<file path="config.mk">
export PLATFORM = sky130hd
export DESIGN_NAME = aes_inv_round_ctrl_flat
export DESIGN_NICKNAME = d
export VERILOG_FILES = /design/src/rtl/aes_inv_round_ctrl_if.sv /design/src/rtl/aes_inv_round_ctrl.sv /design/src/flat_wrapper.sv
export SDC_FILE = /design/constraint.sdc
export NUM_CORES = 1
export LEC_CHECK = 0
export ABC_CLOCK_PERIOD_IN_PS = 1900
export CORE_UTILIZATION = 45
export DETAILED_ROUTE_END_ITERATION = 8
export MAX_ROUTING_LAYER = met4
export PLACE_DENSITY = 0.72
export REMOVE_ABC_BUFFERS = 1
export SLEW_MARGIN = 20
export SYNTH_ARGS = -nofsm -noshare
export SYNTH_HDL_FRONTEND = slang
export SYNTH_SLANG_ARGS = --single-unit
</file>
<file path="constraint.sdc">
create_clock -name clk -period 1.9 [get_ports clk]
set_clock_uncertainty 0.15 [all_clocks]
set_input_delay 0.475 -clock clk [delete_from_list [all_inputs] [get_ports clk]]
set_output_delay 0.475 -clock clk [all_outputs]
set_load 0.005 [all_outputs]
</file>
<file path="src/rtl/aes_inv_round_ctrl_if.sv">
// Decrypt request and stage enable/valid handshake bundle for the AES inverse round sequencer.
interface aes_inv_round_ctrl_if;
  logic       start;
  logic       busy;
  logic       done;
  logic       error;
  logic [3:0] round;
  logic [3:0] key_idx;
  logic       ark_en;
  logic       ark_valid;
  logic       isr_en;
  logic       isr_valid;
  logic       isb_en;
  logic       isb_valid;
  logic       imc_en;
  logic       imc_valid;

  modport master (
    input  start, ark_valid, isr_valid, isb_valid, imc_valid,
    output busy, done, error, round, key_idx, ark_en, isr_en, isb_en, imc_en
  );

  modport slave (
    output start, ark_valid, isr_valid, isb_valid, imc_valid,
    input  busy, done, error, round, key_idx, ark_en, isr_en, isb_en, imc_en
  );
endinterface

</file>
<file path="src/rtl/aes_inv_round_ctrl.sv">
// Sequencer stepping AddRoundKey/InvShiftRows/InvSubBytes/InvMixColumns through the
// AES decryption schedule, with per-stage enable/valid handshakes and stage timeout.
module aes_inv_round_ctrl #(
  parameter int unsigned NR      = 10,
  parameter int unsigned TIMEOUT = 16
) (
  input  logic                 clk,
  input  logic                 rst,
  aes_inv_round_ctrl_if.master bus
);

  typedef enum logic [2:0] {IDLE, ARK0, ISR, ISB, ARK, IMC, FIN} state_t;

  localparam logic [3:0] NR_L    = 4'(NR);
  localparam logic [7:0] TO_LAST = 8'(TIMEOUT - 1);

  state_t     state, state_nxt;
  logic [7:0] cnt, cnt_nxt;
  logic [3:0] round_q, round_nxt;
  logic [3:0] key_q, key_nxt;
  logic       err_q, err_nxt;
  logic       stage_valid;

  always_ff @(posedge clk or negedge rst) begin
    if (!rst) begin
      state   <= IDLE;
      cnt     <= '0;
      round_q <= '0;
      key_q   <= '0;
      err_q   <= 1'b0;
    end else begin
      state   <= state_nxt;
      cnt     <= cnt_nxt;
      round_q <= round_nxt;
      key_q   <= key_nxt;
      err_q   <= err_nxt;
    end
  end

  always_comb begin
    stage_valid = 1'b0;
    case (state)
      ARK0, ARK: stage_valid = bus.ark_valid;
      ISR:       stage_valid = bus.isr_valid;
      ISB:       stage_valid = bus.isb_valid;
      IMC:       stage_valid = bus.imc_valid;
      default:   stage_valid = 1'b0;
    endcase
  end

  // cnt==0 marks the enable cycle of a stage; valid is only honoured after it.
  always_comb begin
    state_nxt = state;
    cnt_nxt   = cnt;
    round_nxt = round_q;
    key_nxt   = key_q;
    err_nxt   = 1'b0;
    case (state)
      IDLE: begin
        // err_q high means this is the error cycle: start is not accepted yet
        if (bus.start && !err_q) begin
          state_nxt = ARK0;
          round_nxt = NR_L;
          key_nxt   = NR_L;
          cnt_nxt   = '0;
        end
      end
      FIN: state_nxt = IDLE;
      default: begin
        if (cnt == '0) begin
          cnt_nxt = 8'd1;
        end else if (stage_valid) begin
          cnt_nxt = '0;
          case (state)
            ARK0, IMC: begin
              state_nxt = ISR;
              round_nxt = round_q - 4'd1;
            end
            ISR:     state_nxt = ISB;
            ISB: begin
              state_nxt = ARK;
              key_nxt   = round_q;
            end
            ARK:     state_nxt = (round_q == '0) ? FIN : IMC;
            default: state_nxt = IDLE;
          endcase
        end else if (cnt == TO_LAST) begin
          state_nxt = IDLE;
          err_nxt   = 1'b1;
          cnt_nxt   = '0;
        end else begin
          cnt_nxt = cnt + 8'd1;
        end
      end
    endcase
  end

  assign bus.busy    = (state != IDLE) && (state != FIN);
  assign bus.done    = (state == FIN);
  assign bus.error   = err_q;
  assign bus.round   = round_q;
  assign bus.key_idx = key_q;
  assign bus.ark_en  = ((state == ARK0) || (state == ARK)) && (cnt == '0);
  assign bus.isr_en  = (state == ISR) && (cnt == '0);
  assign bus.isb_en  = (state == ISB) && (cnt == '0);
  assign bus.imc_en  = (state == IMC) && (cnt == '0);

endmodule

</file>
<file path="src/flat_wrapper.sv">
// flat-port wrapper written by rule: the top's interface ports become plain ports
module aes_inv_round_ctrl_flat 
#(
  parameter int unsigned NR      = 10,
  parameter int unsigned TIMEOUT = 16
)
  (clk, rst, bus_start, bus_ark_valid, bus_isr_valid, bus_isb_valid, bus_imc_valid, bus_busy, bus_done, bus_error, bus_round, bus_key_idx, bus_ark_en, bus_isr_en, bus_isb_en, bus_imc_en);
  aes_inv_round_ctrl_if bus_i ();
  input  logic clk;
  input  logic rst;
  input wire logic [$bits(bus_i.start)-1:0] bus_start;
  input wire logic [$bits(bus_i.ark_valid)-1:0] bus_ark_valid;
  input wire logic [$bits(bus_i.isr_valid)-1:0] bus_isr_valid;
  input wire logic [$bits(bus_i.isb_valid)-1:0] bus_isb_valid;
  input wire logic [$bits(bus_i.imc_valid)-1:0] bus_imc_valid;
  output wire logic [$bits(bus_i.busy)-1:0] bus_busy;
  output wire logic [$bits(bus_i.done)-1:0] bus_done;
  output wire logic [$bits(bus_i.error)-1:0] bus_error;
  output wire logic [$bits(bus_i.round)-1:0] bus_round;
  output wire logic [$bits(bus_i.key_idx)-1:0] bus_key_idx;
  output wire logic [$bits(bus_i.ark_en)-1:0] bus_ark_en;
  output wire logic [$bits(bus_i.isr_en)-1:0] bus_isr_en;
  output wire logic [$bits(bus_i.isb_en)-1:0] bus_isb_en;
  output wire logic [$bits(bus_i.imc_en)-1:0] bus_imc_en;
  assign bus_i.start = bus_start;
  assign bus_i.ark_valid = bus_ark_valid;
  assign bus_i.isr_valid = bus_isr_valid;
  assign bus_i.isb_valid = bus_isb_valid;
  assign bus_i.imc_valid = bus_imc_valid;
  assign bus_busy = bus_i.busy;
  assign bus_done = bus_i.done;
  assign bus_error = bus_i.error;
  assign bus_round = bus_i.round;
  assign bus_key_idx = bus_i.key_idx;
  assign bus_ark_en = bus_i.ark_en;
  assign bus_isr_en = bus_i.isr_en;
  assign bus_isb_en = bus_i.isb_en;
  assign bus_imc_en = bus_i.imc_en;
  aes_inv_round_ctrl #(.NR(NR), .TIMEOUT(TIMEOUT)) u_core (.clk(clk), .rst(rst), .bus(bus_i));
endmodule
</file>
==> results of run 1 <==
cell families after synthesis:
group	after synthesis	synth area share
compound gates	44	0.226
fa+ha+maj	3	0.0282
simple gates	64	0.282
xor+xnor	1	0.00657
buf+inv	15	0.0554
mux	3	0.0263
flops	20	0.376
critical path, stage by stage, from the launching register on:
cell and delay (ps):
dfrtp_1 410, inv_1 100, ha_1 180, nor3b_4 260, nand2_4 120, buf_6 140
nor3_4 160, buf_2 130
metrics by stage:
stage | setup TNS [ps] | total power (uW) | utilization
finish | -6090 | 3950 | 0.834
global route | -7440 | 4140 | 0.834
CTS | -2760 | 3520 | 0.778
detailed placement | -9460 | 2680 | 0.669
global placement | -9000 | 2610 | 0.669
floorplan | -465 | 1640 | -
where the power goes:
part	switching [uW]	internal, uW	leakage, uW
Combinational	1440	1550	0.000854
Clock	148	117	0.0000210
Sequential	119	569	0.000250
Total	1710	2240	0.00113
per-layer routing:
layer / vias up / share of wire / global-route usage
li1: 728 / - / -
met1: 808 / 0.39 / 0.384
met2: 87 / 0.52 / 0.543
met3: 25 / 0.049 / 0.0346
met4: 0 / 0.043 / 0.181
met5: - / 0 / -
cells in the mapped netlist, types with 2 or more instances:
cell and n:
dfrtp_1 20, o21ai_0 19, nand2_1 12, nor2_1 11, inv_1 10, nand3_1 6
and3_1 4, nor2b_1 4, a21oi_1 3, a31oi_1 3, ha_1 3, nor3_1 3
nor4_1 3, or3_1 3, a221o_1 2, a22o_1 2, a2bb2oi_1 2, and2_1 2
and2b_1 2, and4bb_2 2, buf_6 2, mux2i_1 2, nand2b_1 2, nand4_1 2
worst min-delay path by stage:
stage / from / endpoint / slack (ps) / cells after the start
after global placement: u_core.bus.key_idx[1] / u_core.bus.key_idx[1] / 350 / 2
after detailed placement: u_core.bus.key_idx[1] / u_core.bus.key_idx[1] / 370 / 2
after floorplan: rst / u_core.bus.error / 30 / 0
final: rst / u_core.state[1] / 350 / 2
after global routing: rst / u_core.state[1] / 340 / 2
after CTS: rst / u_core.cnt[4] / 350 / 2
repair_timing:
| item | 4_1_cts | 5_1_grt |
|---|---|---|
| resized for setup | 82 | 21 |
| buffers inserted | 13 | 11 |
| gates cloned | 0 | 0 |
| pin swaps | 22 | 15 |
| setup endpoints to repair | 26 | 30 |
registers in the layout (all words and copies together), names as in the netlist:
| name | flops |
|---|---|
| u_core.bus.error | 1 |
| u_core.bus.key_idx | 4 |
| u_core.state | 3 |
| u_core.cnt | 8 |
| u_core.bus.round | 4 |
placed cells by master (no fill, tap or decap), types with 3 or more instances in the layout:
| master | n |
|---|---|
| or3_4 | 3 |
| dfrtp_1 | 18 |
| inv_1 | 9 |
| nor2_1 | 6 |
| nor4_2 | 3 |
| and3_1 | 4 |
| nor2_2 | 3 |
| buf_4 | 50 |
| clkdlybuf4s50_1 | 11 |
| nand3_1 | 4 |
| o21ai_0 | 4 |
| nand2_1 | 10 |
| buf_2 | 5 |
| buf_6 | 14 |
| dlymetal6s2s_1 | 3 |
| o21ai_1 | 13 |
| clkbuf_4 | 3 |
| ha_1 | 3 |
| nor2b_1 | 3 |
cell type report:
cell class              instances  area [um2]
fillers                       126         463
repair buffers                 86         734
well taps                      31        38.8
clock buffers                   4        36.3
multi-input cells             115         968
flip-flops and latches         20         503
inverters                      10        37.5
==> flow_summary.json, run 1 <==
{
  "status": "finished, violations left",
  "violations": "setup timing",
  "drt_iter0_markers": 163,
  "synth_flop_cell": "dfrtp_1",
  "placedCellCount": 239,
  "chipWidth_um": 56.4,
  "clock.fmax_ghz": 0.408,
  "whs_ps": 348,
  "portBuffers": 21,
  "syn_to_final_growth_pct": 74.0,
  "finalNonFillerCells": 266,
  "vias_per_cell": 6.20,
  "synth_cells": 150,
  "wirelength_um": 5260,
  "start_kind": "flip-flop",
  "dieArea_mm2": 0.00318,
  "ioPinCount": 22,
  "grt_pass1_wl_um": 7740,
  "synth_area_leaders": "dfrtp_1 (38%), o21ai_0 (7.1%), nand2_1 (3.4%), nor2_1 (3.1%), ha_1 (2.8%)",
  "layout-drive-gt1-share": 0.502,
  "worst_r2r_path_depth": 9,
  "path_max_fanout": 5,
  "vdd_drop_max_v": 0.00154,
  "rsz0062_at_grt": "true",
  "avgSynthCellArea_um2": 8.88,
  "tightest_slew_ps": 343,
  "antenna_found_initial": 0,
  "min_path_type": "in2async",
  "grt_overflow": 0,
  "dieHeight_um": 56.4,
  "gp_congestion": 0.872,
  "numCtsBuffers": 3,
  "setup_viol": 25,
  "pwr_density_cell_mw_per_mm2": 1700,
  "final_cell_area_mm2": 0.00232,
  "drtAntennaViolNets": 0,
  "dpl-instance-area_mm2": 0.00186,
  "wl_per_cell_um": 19.8,
  "start_util": 0.479,
  "netlist_area_mm2": 0.00133,
  "synth-seq-cells": 20,
  "synth_edf_count": 0,
  "min_period_over_period": 1.29,
  "synth_top_area_share": 0.376,
  "reg2reg_from": "u_core.cnt[0]",
  "finalHoldViolations": 0,
  "pre_cts_slack_ps": -477,
  "grt_max_degree": 21,
  "fin_crit_ps": 2450,
  "htreeDepth": 1,
  "tritoncts": "done",
  "gr-usage-all-layers": 0.325,
  "grt_pass1_vias": 1609,
  "post-dp-hpwl_um": 2900,
  "clkLatencyLatePin_ps": 320,
  "drc": 0,
  "synth-seq-area-share": 0.376,
  "setup_slack_ps": -552,
  "cts_root_buffer": "clkbuf_4",
  "cp.required_ps": 1270,
  "end_kind": "output port",
  "vias": 1648,
  "arrival_ps": 1830,
  "r2r-end": "u_core.cnt[2]",
  "fin_nets": 246,
  "coreArea_mm2": 0.00278,
  "slew_headroom": 0.768,
  "antenna_cells": 0,
  "cap_violations": 0,
  "synthArstFlopShare": 1.00,
  "worstSetupPathType": "reg2out",
  "hold_buffers": 0,
  "synth.distinct_cells": 50,
  "yosysTopAreaCell": "dfrtp_1",
  "cts.sinks": 20,
  "endpoint": "bus_ark_en",
  "leakage_uw": 0.00113,
  "slew_violations": 0,
  "r2r_slack_ps": -360,
  "yosysWarningCount": 0,
  "clkTransAtPathRegs_ps": 120,
  "drt_first_pass_iters": 4,
  "row_count": 19,
  "cp-startpoint": "u_core.cnt[0]",
  "cts_buffer_depth": 2
}
Note: power is estimated with default switching activity, not from simulation.
==> inputs of run 2 (changes only) <==
- RECOVER_POWER: unset -> 100
==> run 2 against run 1 <==
Compared with the run above:
- the flow still finishes with violations (setup timing)
- first-iteration DRC count decreased by 6.7%
- clock power about the same
- global-route usage did not move
- die area unchanged
- cell area is 0.65% lower
- power is 0.14% lower
- sequential power about the same
- non-clock buffer count is the same
- cell count did not move
- largest power group unchanged
- count of clock-buffer cells in the layout unchanged
- fmax is 0.15% higher
- core utilization is 0.54 points lower
==> flow_summary.json, run 2 (synthesis results as in run 1) <==
{
  "largest_reg_flops": 8,
  "leakage_uw": 0.00109,
  "slew_violations": 0,
  "start_kind": "flip-flop",
  "cts_buffer_depth": 2,
  "cp.required_ps": 1270,
  "rsz0062_at_grt": "true",
  "finalPower_uw": 3940,
  "pwr_density_cell_mw_per_mm2": 1710,
  "path_max_fanout": 5,
  "grt_max_degree": 21,
  "fin_nets": 246,
  "status": "finished, violations left",
  "fillCellCount": 133,
  "final_common_cell": "buf_4",
  "largest-register": "u_core.cnt",
  "antenna_cells": 0,
  "grt_pass1_vias": 1609,
  "drt_iter0_markers": 152,
  "cts_root_buffer": "clkbuf_4",
  "coreArea_mm2": 0.00278,
  "clock.fmax_ghz": 0.408,
  "gp_congestion": 0.872,
  "numCtsBuffers": 3,
  "syn_to_final_growth_pct": 72.9,
  "min_path_cells": 2,
  "cap_violations": 0,
  "violations": "setup timing",
  "dieArea_mm2": 0.00318,
  "fin_crit_ps": 2450,
  "end_kind": "output port",
  "antenna_found_initial": 0,
  "start_util": 0.479,
  "grt_overflow": 0,
  "clkTransAtPathRegs_ps": 120,
  "gr-usage-all-layers": 0.325,
  "cts.sinks": 20,
  "setup_slack_ps": -548,
  "critical-path-top-delay-family": "simple AND/OR/NAND/NOR gates",
  "layout_common_cells": "buf_4 (49), dfrtp_1 (18), buf_6 (15), o21ai_1 (13), clkdlybuf4s50_1 (11)",
  "cp_num_buf_inv": 3,
  "worst_r2r_path_depth": 9,
  "htreeDepth": 1,
  "slew_headroom": 0.200,
  "finalHoldViolations": 0,
  "cpMaxStageDelayCell": "dfrtp_1",
  "row_count": 19,
  "vias": 1621,
  "chipWidth_um": 56.4,
  "slowest_delay_ps": 410,
  "wirelength_um": 5290,
  "cp_num_cells": 7,
  "drc": 0,
  "portBuffers": 21,
  "drt_first_pass_iters": 4,
  "tightest_slew_ps": 1200,
  "crit_path_cell_trace": "inv_1 > ha_1 > nor3b_4 > nand2_4 > buf_6 > nor3_4 > buf_2",
  "clkLatencyLatePin_ps": 320,
  "post-dp-hpwl_um": 2900,
  "pre_cts_slack_ps": -477,
  "vias_per_cell": 6.09,
  "layout-drive-gt1-share": 0.498,
  "arrival_ps": 1820,
  "dieHeight_um": 56.4,
  "grt_pass1_wl_um": 7740,
  "drtAntennaViolNets": 0,
  "tritoncts": "done",
  "vdd_drop_max_v": 0.00151,
  "min_period_over_period": 1.29,
  "ioPinCount": 22,
  "wl_per_cell_um": 19.9,
  "min_path_type": "reg2reg",
  "setup_viol": 25,
  "worstSetupPathType": "reg2out"
}
run 2: cell count changes in the layout (fill, tap and decap cells not counted):
cell	before	now
buf_4	50	49
buf_6	14	15
buf_8	1	0
clkbuf_1	0	1
clkdlybuf4s25_1	0	3
dlymetal6s2s_1	3	0
run 2: worst paths after layout:
path                       slack (ps)                   from                    end
setup / recovery                 -550          u_core.cnt[0]             bus_ark_en
hold / removal                    380  u_core.bus.key_idx[1]  u_core.bus.key_idx[1]
setup reg to reg                 -350          u_core.cnt[0]          u_core.cnt[2]
hold reg to reg                   380  u_core.bus.key_idx[1]  u_core.bus.key_idx[1]
max in group asynchronous         110                    rst        u_core.state[2]
min in group asynchronous         700                    rst        u_core.state[1]
run 2: routing by layer:
layer	global-route usage	part of all wire	routed length, um
met5	-	0	0
met4	0.181	0.039	206
met3	0.0346	0.052	277
met2	0.543	0.52	2730
met1	0.384	0.39	2070
run 2: stage by stage:
step / instances / setup TNS [ps] / utilization / area, um2 / hold slack (ps)
4_1_cts: 255 / -2760 / 0.778 / 2160 / 349
3_3_place_gp: 239 / -9000 / 0.669 / 1860 / 354
5_1_grt: 266 / -7450 / 0.828 / 2300 / 446
6_report: 266 / -6050 / 0.828 / 2300 / 378
3_5_place_dp: 239 / -9460 / 0.669 / 1860 / 369
2_1_floorplan: 145 / -465 / - / 1300 / 29.4
run 2: layout make-up:
class | count | area [um2] | share of cell area
Clock buffer | 4 | 36.3 | 0.0158
Inverter | 10 | 37.5 | 0.0163
Multi-Input combinational cell | 115 | 968 | 0.420
Sequential cell | 20 | 503 | 0.218
Tap cell | 31 | 38.8 | 0.0168
Timing Repair Buffer | 86 | 719 | 0.312
run 2: worst register-to-register path, stage by stage (launching register included):
cell and delay, ps:
dfrtp_1 410, inv_1 100, ha_1 180, nor3b_4 260, nand2_4 120, buf_4 170
buf_6 110, and4_4 170, and4b_1 200, a221o_1 270
run 2: timing repair:
item                                    4_1_cts  5_1_grt
hold buffers                                  0        0
resized for setup                            82       21
buffers inserted                             13       11
endpoints found under the setup margin       26       30
endpoints found under the hold margin         0        0
pin swaps                                    22       15
run 2: power by group:
part	total, uW	internal [uW]	switching, uW
logic	2990	1540	1450
registers	688	569	119
clock network	265	117	148
